[config.mk]
export PLATFORM = sky130hd
export DESIGN_NAME = muldiv_unit
export DESIGN_NICKNAME = d
export VERILOG_FILES = /design/src/rtl/riscv_pkg.sv /design/src/rtl/div_restoring_step.sv /design/src/rtl/muldiv_unit.sv
export SDC_FILE = /design/constraint.sdc
export NUM_CORES = 1
export LEC_CHECK = 0
export BUFFER_PORTS_ARGS = -buffer_cell sky130_fd_sc_hd__buf_2
export CAP_MARGIN = 20
export CORE_ASPECT_RATIO = 0.8
export CORE_MARGIN = 2
export CORE_UTILIZATION = 50
export CTS_BUF_LIST = sky130_fd_sc_hd__clkbuf_16
export DETAILED_ROUTE_END_ITERATION = 16
export PLACE_DENSITY = 0.68
export RECOVER_POWER = 50
export SLEW_MARGIN = 0
export SYNTH_ARGS = -nofsm -noshare
export SYNTH_HDL_FRONTEND = slang
export SYNTH_SLANG_ARGS = --single-unit
[constraint.sdc]
create_clock -name clk -period 5.4 [get_ports clk]
set_clock_uncertainty 0.1 [all_clocks]
set_input_delay 1.08 -clock clk [delete_from_list [all_inputs] [get_ports clk]]
set_output_delay 1.08 -clock clk [all_outputs]
set_load 0.005 [all_outputs]
[src/rtl/riscv_pkg.sv]
`default_nettype none
// ============================================================================
//  Module      : riscv_pkg
//  Description : Shared RV32 definitions for the execute-stage M-extension
//                unit: data width, funct3 op encodings, FSM state encoding,
//                fixed results for divide-by-zero and signed overflow, and
//                per-op operand signedness helpers.
//  Revision    : 1.0 - initial release
// ============================================================================
package riscv_pkg;

    localparam int XLEN         = 32;
    localparam int MULDIV_ITERS = 32;

    // M-extension funct3 encodings
    typedef enum logic [2:0] {
        OP_MUL    = 3'b000,
        OP_MULH   = 3'b001,
        OP_MULHSU = 3'b010,
        OP_MULHU  = 3'b011,
        OP_DIV    = 3'b100,
        OP_DIVU   = 3'b101,
        OP_REM    = 3'b110,
        OP_REMU   = 3'b111
    } muldiv_op_e;

    // Multiply/divide sequencer states
    typedef enum logic [1:0] {
        ST_IDLE = 2'd0,
        ST_MUL  = 2'd1,
        ST_DIV  = 2'd2,
        ST_DONE = 2'd3
    } muldiv_state_e;

    // Architecturally fixed results for the corner cases of division
    localparam logic [XLEN-1:0] DIV_ZERO_QUOT = {XLEN{1'b1}};
    localparam logic [XLEN-1:0] OVF_QUOT      = {1'b1, {(XLEN-1){1'b0}}};
    localparam logic [XLEN-1:0] OVF_REM       = {XLEN{1'b0}};
    localparam logic [XLEN-1:0] INT_MIN       = {1'b1, {(XLEN-1){1'b0}}};

    // rs1 is treated as signed for MULH, MULHSU, DIV and REM
    function automatic logic rs1_is_signed(input muldiv_op_e op);
        return (op == OP_MULH) || (op == OP_MULHSU) ||
               (op == OP_DIV)  || (op == OP_REM);
    endfunction

    // rs2 is treated as signed for MULH, DIV and REM
    function automatic logic rs2_is_signed(input muldiv_op_e op);
        return (op == OP_MULH) || (op == OP_DIV) || (op == OP_REM);
    endfunction

endpackage
`default_nettype wire

[src/rtl/div_restoring_step.sv]
`default_nettype none
// ============================================================================
//  Module      : div_restoring_step
//  Description : One combinational iteration of an unsigned restoring divide.
//                Shifts the next dividend bit into the partial remainder,
//                trial-subtracts the divisor and restores on underflow.
//  Revision    : 1.0 - initial release
// ============================================================================
module div_restoring_step #(
    parameter int XLEN = riscv_pkg::XLEN
) (
    input  logic [XLEN:0]   rem_i,
    input  logic            dividend_bit_i,
    input  logic [XLEN-1:0] divisor_i,
    output logic [XLEN:0]   rem_o,
    output logic            qbit_o
);

    logic [XLEN+1:0] shifted;

    // Shift, trial subtract, keep the difference only when it does not underflow.
    // When the trial succeeds the difference is below the divisor, so it fits
    // the XLEN+1 bit remainder without its top bit.
    always_comb begin
        shifted = {rem_i, dividend_bit_i};
        qbit_o  = (shifted >= {2'b00, divisor_i});
        rem_o   = qbit_o ? (shifted[XLEN:0] - {1'b0, divisor_i}) : shifted[XLEN:0];
    end

endmodule
`default_nettype wire

[src/rtl/muldiv_unit.sv]
`default_nettype none
// ============================================================================
//  Module      : muldiv_unit
//  Description : Iterative RV32M multiply/divide unit for the execute stage.
//                Radix-2 shift-add multiply and restoring divide, both on
//                operand magnitudes with a final sign fix-up. Produces a
//                one-cycle write-back request (done/we_out/rd_out/result).
//                Build option: MULDIV_FAST_MUL_EN - MUL-class ops use a
//                single-cycle multiplier instead of the shift-add loop.
//  Revision    : 1.0 - initial release
// ============================================================================
module muldiv_unit #(
    parameter int XLEN = riscv_pkg::XLEN
) (
    input  logic            clk,
    input  logic            rst,
    input  logic            start,
    input  logic            kill,
    input  logic [2:0]      funct3,
    input  logic [XLEN-1:0] rs1_val,
    input  logic [XLEN-1:0] rs2_val,
    input  logic [4:0]      rd_in,
    output logic            busy,
    output logic            done,
    output logic [XLEN-1:0] result,
    output logic [4:0]      rd_out,
    output logic            we_out
);
    import riscv_pkg::*;

    localparam int         CNT_W     = 6;
    localparam logic [CNT_W-1:0] ITER_LAST = CNT_W'(MULDIV_ITERS);

    // ------------------------------------------------------------------
    // State
    // ------------------------------------------------------------------
    muldiv_state_e     state_q;
    muldiv_op_e        op_q;
    logic [CNT_W-1:0]  cnt_q;
    logic              sign_a_q;
    logic              sign_b_q;
    logic [XLEN-1:0]   mag_a_q;
    logic [XLEN-1:0]   mag_b_q;
    logic [2*XLEN-1:0] acc_q;
    logic [XLEN:0]     rem_q;
    logic              special_q;
    logic [XLEN-1:0]   special_res_q;
    logic              busy_q;
    logic              done_q;
    logic              we_q;
    logic [XLEN-1:0]   result_q;
    logic [4:0]        rd_q;

    // ------------------------------------------------------------------
    // Accept-time operand conditioning
    // ------------------------------------------------------------------
    muldiv_op_e      op_in;
    logic            neg_a_d;
    logic            neg_b_d;
    logic [XLEN-1:0] mag_a_d;
    logic [XLEN-1:0] mag_b_d;
    logic            div_zero_d;
    logic            div_ovf_d;
    logic            special_d;
    logic [XLEN-1:0] special_res_d;

    // Sign extraction, magnitudes and early-out detection for a new request
    always_comb begin
        op_in      = muldiv_op_e'(funct3);
        neg_a_d    = rs1_is_signed(op_in) & rs1_val[XLEN-1];
        neg_b_d    = rs2_is_signed(op_in) & rs2_val[XLEN-1];
        mag_a_d    = neg_a_d ? -rs1_val : rs1_val;
        mag_b_d    = neg_b_d ? -rs2_val : rs2_val;
        div_zero_d = funct3[2] & (rs2_val == '0);
        div_ovf_d  = ((op_in == OP_DIV) || (op_in == OP_REM)) &&
                     (rs1_val == INT_MIN) && (rs2_val == {XLEN{1'b1}});
        special_d  = div_zero_d | div_ovf_d;
        // funct3[1] distinguishes REM/REMU from DIV/DIVU
        if (div_zero_d) begin
            special_res_d = funct3[1] ? rs1_val : DIV_ZERO_QUOT;
        end else begin
            special_res_d = funct3[1] ? OVF_REM : OVF_QUOT;
        end
    end

    // ------------------------------------------------------------------
    // Iteration datapath
    // ------------------------------------------------------------------
    logic [XLEN-1:0]   mul_addend;
    logic [XLEN:0]     mul_sum;
    logic [2*XLEN-1:0] mul_acc_d;
    logic [XLEN:0]     div_rem_d;
    logic              div_qbit;
    logic [XLEN-1:0]   quot_d;
    logic [2*XLEN-1:0] prod_d;
    logic [XLEN-1:0]   final_res_d;

    // One restoring-divide step, reused on every DIV cycle
    div_restoring_step #(
        .XLEN           (XLEN)
    ) u_div_step (
        .rem_i          (rem_q),
        .dividend_bit_i (acc_q[XLEN-1]),
        .divisor_i      (mag_b_q),
        .rem_o          (div_rem_d),
        .qbit_o         (div_qbit)
    );

    // Shift-add step, quotient shift, and final sign-corrected result selection.
    // Multiply keeps the multiplier in the low half of the accumulator and
    // retires one bit per cycle as the product grows in from the top.
    // Divide feeds dividend bits out of the low half MSB-first and shifts
    // quotient bits in behind them.
    always_comb begin
        mul_addend = acc_q[0] ? mag_a_q : '0;
        mul_sum    = {1'b0, acc_q[2*XLEN-1:XLEN]} + {1'b0, mul_addend};
        mul_acc_d  = {mul_sum, acc_q[XLEN-1:1]};
        quot_d     = {acc_q[XLEN-2:0], div_qbit};
        prod_d     = (sign_a_q ^ sign_b_q) ? -acc_q : acc_q;

        if (special_q) begin
            final_res_d = special_res_q;
        end else if (!op_q[2]) begin
            final_res_d = (op_q == OP_MUL) ? prod_d[XLEN-1:0] : prod_d[2*XLEN-1:XLEN];
        end else if (!op_q[1]) begin
            final_res_d = (sign_a_q ^ sign_b_q) ? -acc_q[XLEN-1:0] : acc_q[XLEN-1:0];
        end else begin
            final_res_d = sign_a_q ? -rem_q[XLEN-1:0] : rem_q[XLEN-1:0];
        end
    end

    // ------------------------------------------------------------------
    // Sequencer: accept, iterate, finalize, write-back pulse
    // ------------------------------------------------------------------
    // Single FSM register block; all outputs come straight from flops
    always_ff @(posedge clk) begin
        if (rst) begin
            state_q       <= ST_IDLE;
            op_q          <= OP_MUL;
            cnt_q         <= '0;
            sign_a_q      <= 1'b0;
            sign_b_q      <= 1'b0;
            mag_a_q       <= '0;
            mag_b_q       <= '0;
            acc_q         <= '0;
            rem_q         <= '0;
            special_q     <= 1'b0;
            special_res_q <= '0;
            busy_q        <= 1'b0;
            done_q        <= 1'b0;
            we_q          <= 1'b0;
            result_q      <= '0;
            rd_q          <= '0;
        end else if (kill && (state_q != ST_IDLE)) begin
            // Flush: drop the operation, suppress any write-back, keep result
            state_q <= ST_IDLE;
            cnt_q   <= '0;
            busy_q  <= 1'b0;
            done_q  <= 1'b0;
            we_q    <= 1'b0;
        end else begin
            case (state_q)
                ST_IDLE: begin
                    done_q <= 1'b0;
                    we_q   <= 1'b0;
                    if (start && !kill) begin
                        op_q          <= op_in;
                        rd_q          <= rd_in;
                        sign_a_q      <= neg_a_d;
                        sign_b_q      <= neg_b_d;
                        mag_a_q       <= mag_a_d;
                        mag_b_q       <= mag_b_d;
                        rem_q         <= '0;
                        special_q     <= special_d;
                        special_res_q <= special_res_d;
                        busy_q        <= 1'b1;
                        // Early-out cases jump the counter to the finalize slot
                        cnt_q         <= special_d ? ITER_LAST : '0;
                        acc_q         <= funct3[2] ? {{XLEN{1'b0}}, mag_a_d}
                                                   : {{XLEN{1'b0}}, mag_b_d};
                        state_q       <= funct3[2] ? ST_DIV : ST_MUL;
`ifdef MULDIV_FAST_MUL_EN
                        // Whole magnitude product in one cycle; sign fix-up
                        // still happens in the finalize slot
                        if (!funct3[2]) begin
                            acc_q <= {{XLEN{1'b0}}, mag_a_d} * {{XLEN{1'b0}}, mag_b_d};
                            cnt_q <= ITER_LAST;
                        end
`endif
                    end
                end

                ST_MUL, ST_DIV: begin
                    if (cnt_q == ITER_LAST) begin
                        result_q <= final_res_d;
                        done_q   <= 1'b1;
                        we_q     <= (rd_q != 5'd0);
                        state_q  <= ST_DONE;
                    end else begin
                        cnt_q <= cnt_q + 6'd1;
                        if (state_q == ST_MUL) begin
                            acc_q <= mul_acc_d;
                        end else begin
                            rem_q           <= div_rem_d;
                            acc_q[XLEN-1:0] <= quot_d;
                        end
                    end
                end

                ST_DONE: begin
                    state_q <= ST_IDLE;
                    cnt_q   <= '0;
                    busy_q  <= 1'b0;
                    done_q  <= 1'b0;
                    we_q    <= 1'b0;
                end

                default: begin
                    state_q <= ST_IDLE;
                end
            endcase
        end
    end

    assign busy   = busy_q;
    assign done   = done_q;
    assign we_out = we_q;
    assign result = result_q;
    assign rd_out = rd_q;

endmodule
`default_nettype wire

==> out/results.tsv <==
stage	metric	value	unit
timing	slew_violations	136	
global_routing	grt_pass1_wl	101	mm
clock_network	post-cts-setup-buffers	0	
die	die_w	217	um
detailed_routing	wire_per_inst	22.9	um
timing	clock.fmax	223	MHz
global_routing	antenna_found_initial	5	
synthesis	yosys.area.top_type	dfxtp_1	
setup_path	cp.required	5.80	ns
detailed_routing	ant_nets	0	
flow_run	drv_cap	2	
power	leakage	0.00782	uW
synthesis	synth_cell_types	79	
timing	hold_viol_final	0	
synthesis	syn-num-nets	2566	
finish	multi_input_area	0.0122	mm^2
setup_path	r2r_slack	0.92	ns
clock_network	postCtsHoldBufs	0	
finish	nets	2591	
timing	finalSetupTns	0	ns
synthesis	ys_ff_latch	247	
synthesis	synth_edf_count	0	
die	coreArea	0.0358	mm^2
power	max-vdd-ir-drop	0.315	mV
synthesis	synth-simple-area-share	0.227	
clock_network	cts.repair.resized	0	
synthesis	synth_warnings	0	
detailed_routing	drc	0	
timing	post-route-min-period	4.48	ns
synthesis	async_flop_share	0	
synthesis	synthXorXnorAreaFrac	0.0959	
clock_network	root_buffer	clkbuf_16	
detailed_routing	dr_total_vias	18743	
placement	dp_hpwl	51.2	mm
clock_network	cts_tree	yes	
die	dieArea	0.0377	mm^2
setup_path	crit_type	reg -> reg	
timing	fin_crit_sh	0.830	
finish	syn_to_final_growth	10.2	%
timing	relSlewSlack	-0.805	
hold_path	worstHoldPathCells	2	
setup_path	reg2regPathDepth	7	
hold_path	hold-path-endpoint	result[0]	
timing	setup_viol_count_final	0	
synthesis	synth.avg_cell_area	7.49	um^2
synthesis	synthFlopType	dfxtp_1	
synthesis	synth.top_cell.area_share	0.273	
synthesis	synth_area_leaders	dfxtp_1 27%, a21oi_1 6.6%, nor2_1 5.5%	
clock_network	ctsHtreeMaxLevel	1	
synthesis	synth_most_common_cell	nor2_1	
clock_network	cts_buffers	28	
die	die_h	174	um
power	pwr_density_cell	358	mW/mm^2
die	start_util	0.506	
detailed_routing	dr.pass1.iters	8	
synthesis	ys_seq_area_frac	0.273	
status	violations	capacitance limit, slew limit	
setup_path	reg2reg_from	state_q[0]	
detailed_routing	first_iter_violations	2437	
timing	rsz0062_at_grt	no	
clock_network	clock-sinks	247	
global_routing	grt_usage	0.345	
finish	regArea	0.00494	mm^2
hold_path	min_from	result[0]	
detailed_routing	routed_wl	67.3	mm
clock_network	clk_latency	0.60	ns
finish	final_layout_size_suffix_gt1_frac	0.0899	
setup_path	end_kind	register	
global_routing	overflow	0	
synthesis	muxShareOfSynthArea	0.0402	
placement	place_ws	0.802	ns
die	io_pins	116	
setup_path	start_kind	register	
synthesis	ys_top_cells_by_count	266 x nor2_1, 247 x dfxtp_1, 238 x a21oi_1, 165 x nand2_1, 144 x o21ai_0	
timing	setup_slack	0.916	ns
synthesis	syn_area	0.0181	mm^2
clock_network	clk_path_buf_depth	3	
status	status	finished with violations	
setup_path	crit_path_max_fanout	37	
global_routing	grt_pass1_vias	16518	
synthesis	synthCells	2414	
placement	io_buffers	115	
placement	globalplace.congestion	0.994	
detailed_routing	viasPerCell	6.37	
clock_network	clk_pin_slew	0.06	ns
synthesis	synth_top_family_by_area	compound AO/OA/AOI/OAI gates	
die	rows	62	
finish	nFillCells	3416	
hold_path	hold_path.class	reg -> reg	
global_routing	grt_max_degree	103	
synthesis	yosys.area_share.adder	0.0534	
setup_path	r2r-end	mag_a_q[25]	
setup_path	crit_arrival	4.89	ns
synthesis	synth_compound_area_frac	0.257	
timing	tightest_slew	2.70	ns
[critical path: stages, from the launching register on]
cell and delay [ns]:
dfxtp_1 0.34, inv_1 0.08, ha_1 0.37, inv_1 0.12, nor2_1 2.00, clkbuf_1 1.02
nor2_1 0.08, a211oi_1 0.27
[kinds of logic after synthesis]
family                     Yosys count
xor gates and xnor gates           198
buffers and inverters              254
DFF                                247
muxes                               71
AOI/OAI and AO/OA                  731
and+or+nand+nor                    837
adders and majority gates           76
[report_power, final]
group,internal [uW],switching (uW)
Sequential,2030,302
Combinational,945,1830
Clock,1140,868
Total,4120,3000
[cells in the final DEF (no fill, tap or decap), types with 11 or more instances in the layout]
cell type,synthesis,routed
nor2_1,266,265
dfxtp_1,247,247
a21oi_1,238,236
nand2_1,165,165
o21ai_0,144,143
a211oi_1,114,114
nor3_1,112,112
xor2_1,101,100
inv_1,96,98
xnor2_1,97,96
buf_2,2,96
ha_1,74,73
mux2i_1,58,58
nor2b_1,47,47
and2_1,43,42
nand3_1,42,42
a21o_1,38,38
buf_4,0,29
or3_1,28,28
clkbuf_16,0,28
o31ai_1,25,25
nor4_1,24,24
a31oi_1,21,21
and3_1,20,20
nand4_1,20,20
clkbuf_1,135,19
or4_1,18,18
nand2b_1,17,17
o211ai_1,15,15
o41ai_1,13,13
mux2_2,13,13
a22oi_1,12,12
a221oi_1,11,11
a32oi_1,11,11
[flip-flops by register name (all words and copies together) (netlist names)]
signal         cells
mag_a_q           32
busy               1
special_res_q     32
done               1
state_q            2
sign_a_q           1
cnt_q              6
op_q               3
rem_q             33
sign_b_q           1
special_q          1
rd_out             5
we_out             1
result            32
mag_b_q           32
acc_q             64
[per-stage QoR]
| stage | instance area [um^2] | total power (uW) | hold slack, ns | utilization | cells |
|---|---|---|---|---|---|
| floorplan | 18100 | 4150 | 0.332 | - | 2414 |
| global placement | 19000 | 4980 | 0.338 | 0.530 | 2884 |
| detailed placement | 19000 | 5020 | 0.344 | 0.531 | 2885 |
| CTS | 19900 | 7020 | 0.353 | 0.557 | 2935 |
| global route | 19900 | 7440 | 0.376 | 0.557 | 2939 |
| finish | 19900 | 7120 | 0.356 | 0.557 | 2941 |
[layer usage]
layer | part of all wire | global-route usage | wire, um | vias up
li1 | - | - | - | 8765
met1 | 0.46 | 0.526 | 31100 | 8821
met2 | 0.39 | 0.475 | 26500 | 1001
met3 | 0.11 | 0.0852 | 7580 | 148
met4 | 0.030 | 0.0896 | 1990 | 8
met5 | 0.00067 | 0 | 45 | -
[final cells by class]
| cell class | count | share of cell area |
|---|---|---|
| Tap cell | 480 | 0.0301 |
| Timing Repair Buffer | 151 | 0.0430 |
| Antenna cell | 2 | 0.000251 |
| Clock buffer | 28 | 0.0352 |
| Sequential cell | 247 | 0.248 |
| Clock inverter | 22 | 0.0122 |
| Multi-Input combinational cell | 1913 | 0.612 |
| Inverter | 98 | 0.0185 |
[how the worst max path moves through the flow]
| stage | from | slack (ns) | to | depth (start not counted) |
|---|---|---|---|---|
| 3_3_place_gp | rs2_val[1] | 0.90 | special_q | 12 |
| 4_1_cts | acc_q[0] | 1.14 | acc_q[59] | 12 |
| 6_report | state_q[0] | 0.92 | mag_a_q[25] | 7 |
| 5_1_grt | state_q[0] | 0.51 | mag_a_q[25] | 7 |
| 3_5_place_dp | rs2_val[0] | 0.80 | special_q | 12 |
| 2_1_floorplan | acc_q[0] | 1.69 | acc_q[59] | 15 |
Note: power is estimated with default switching activity, not from simulation.
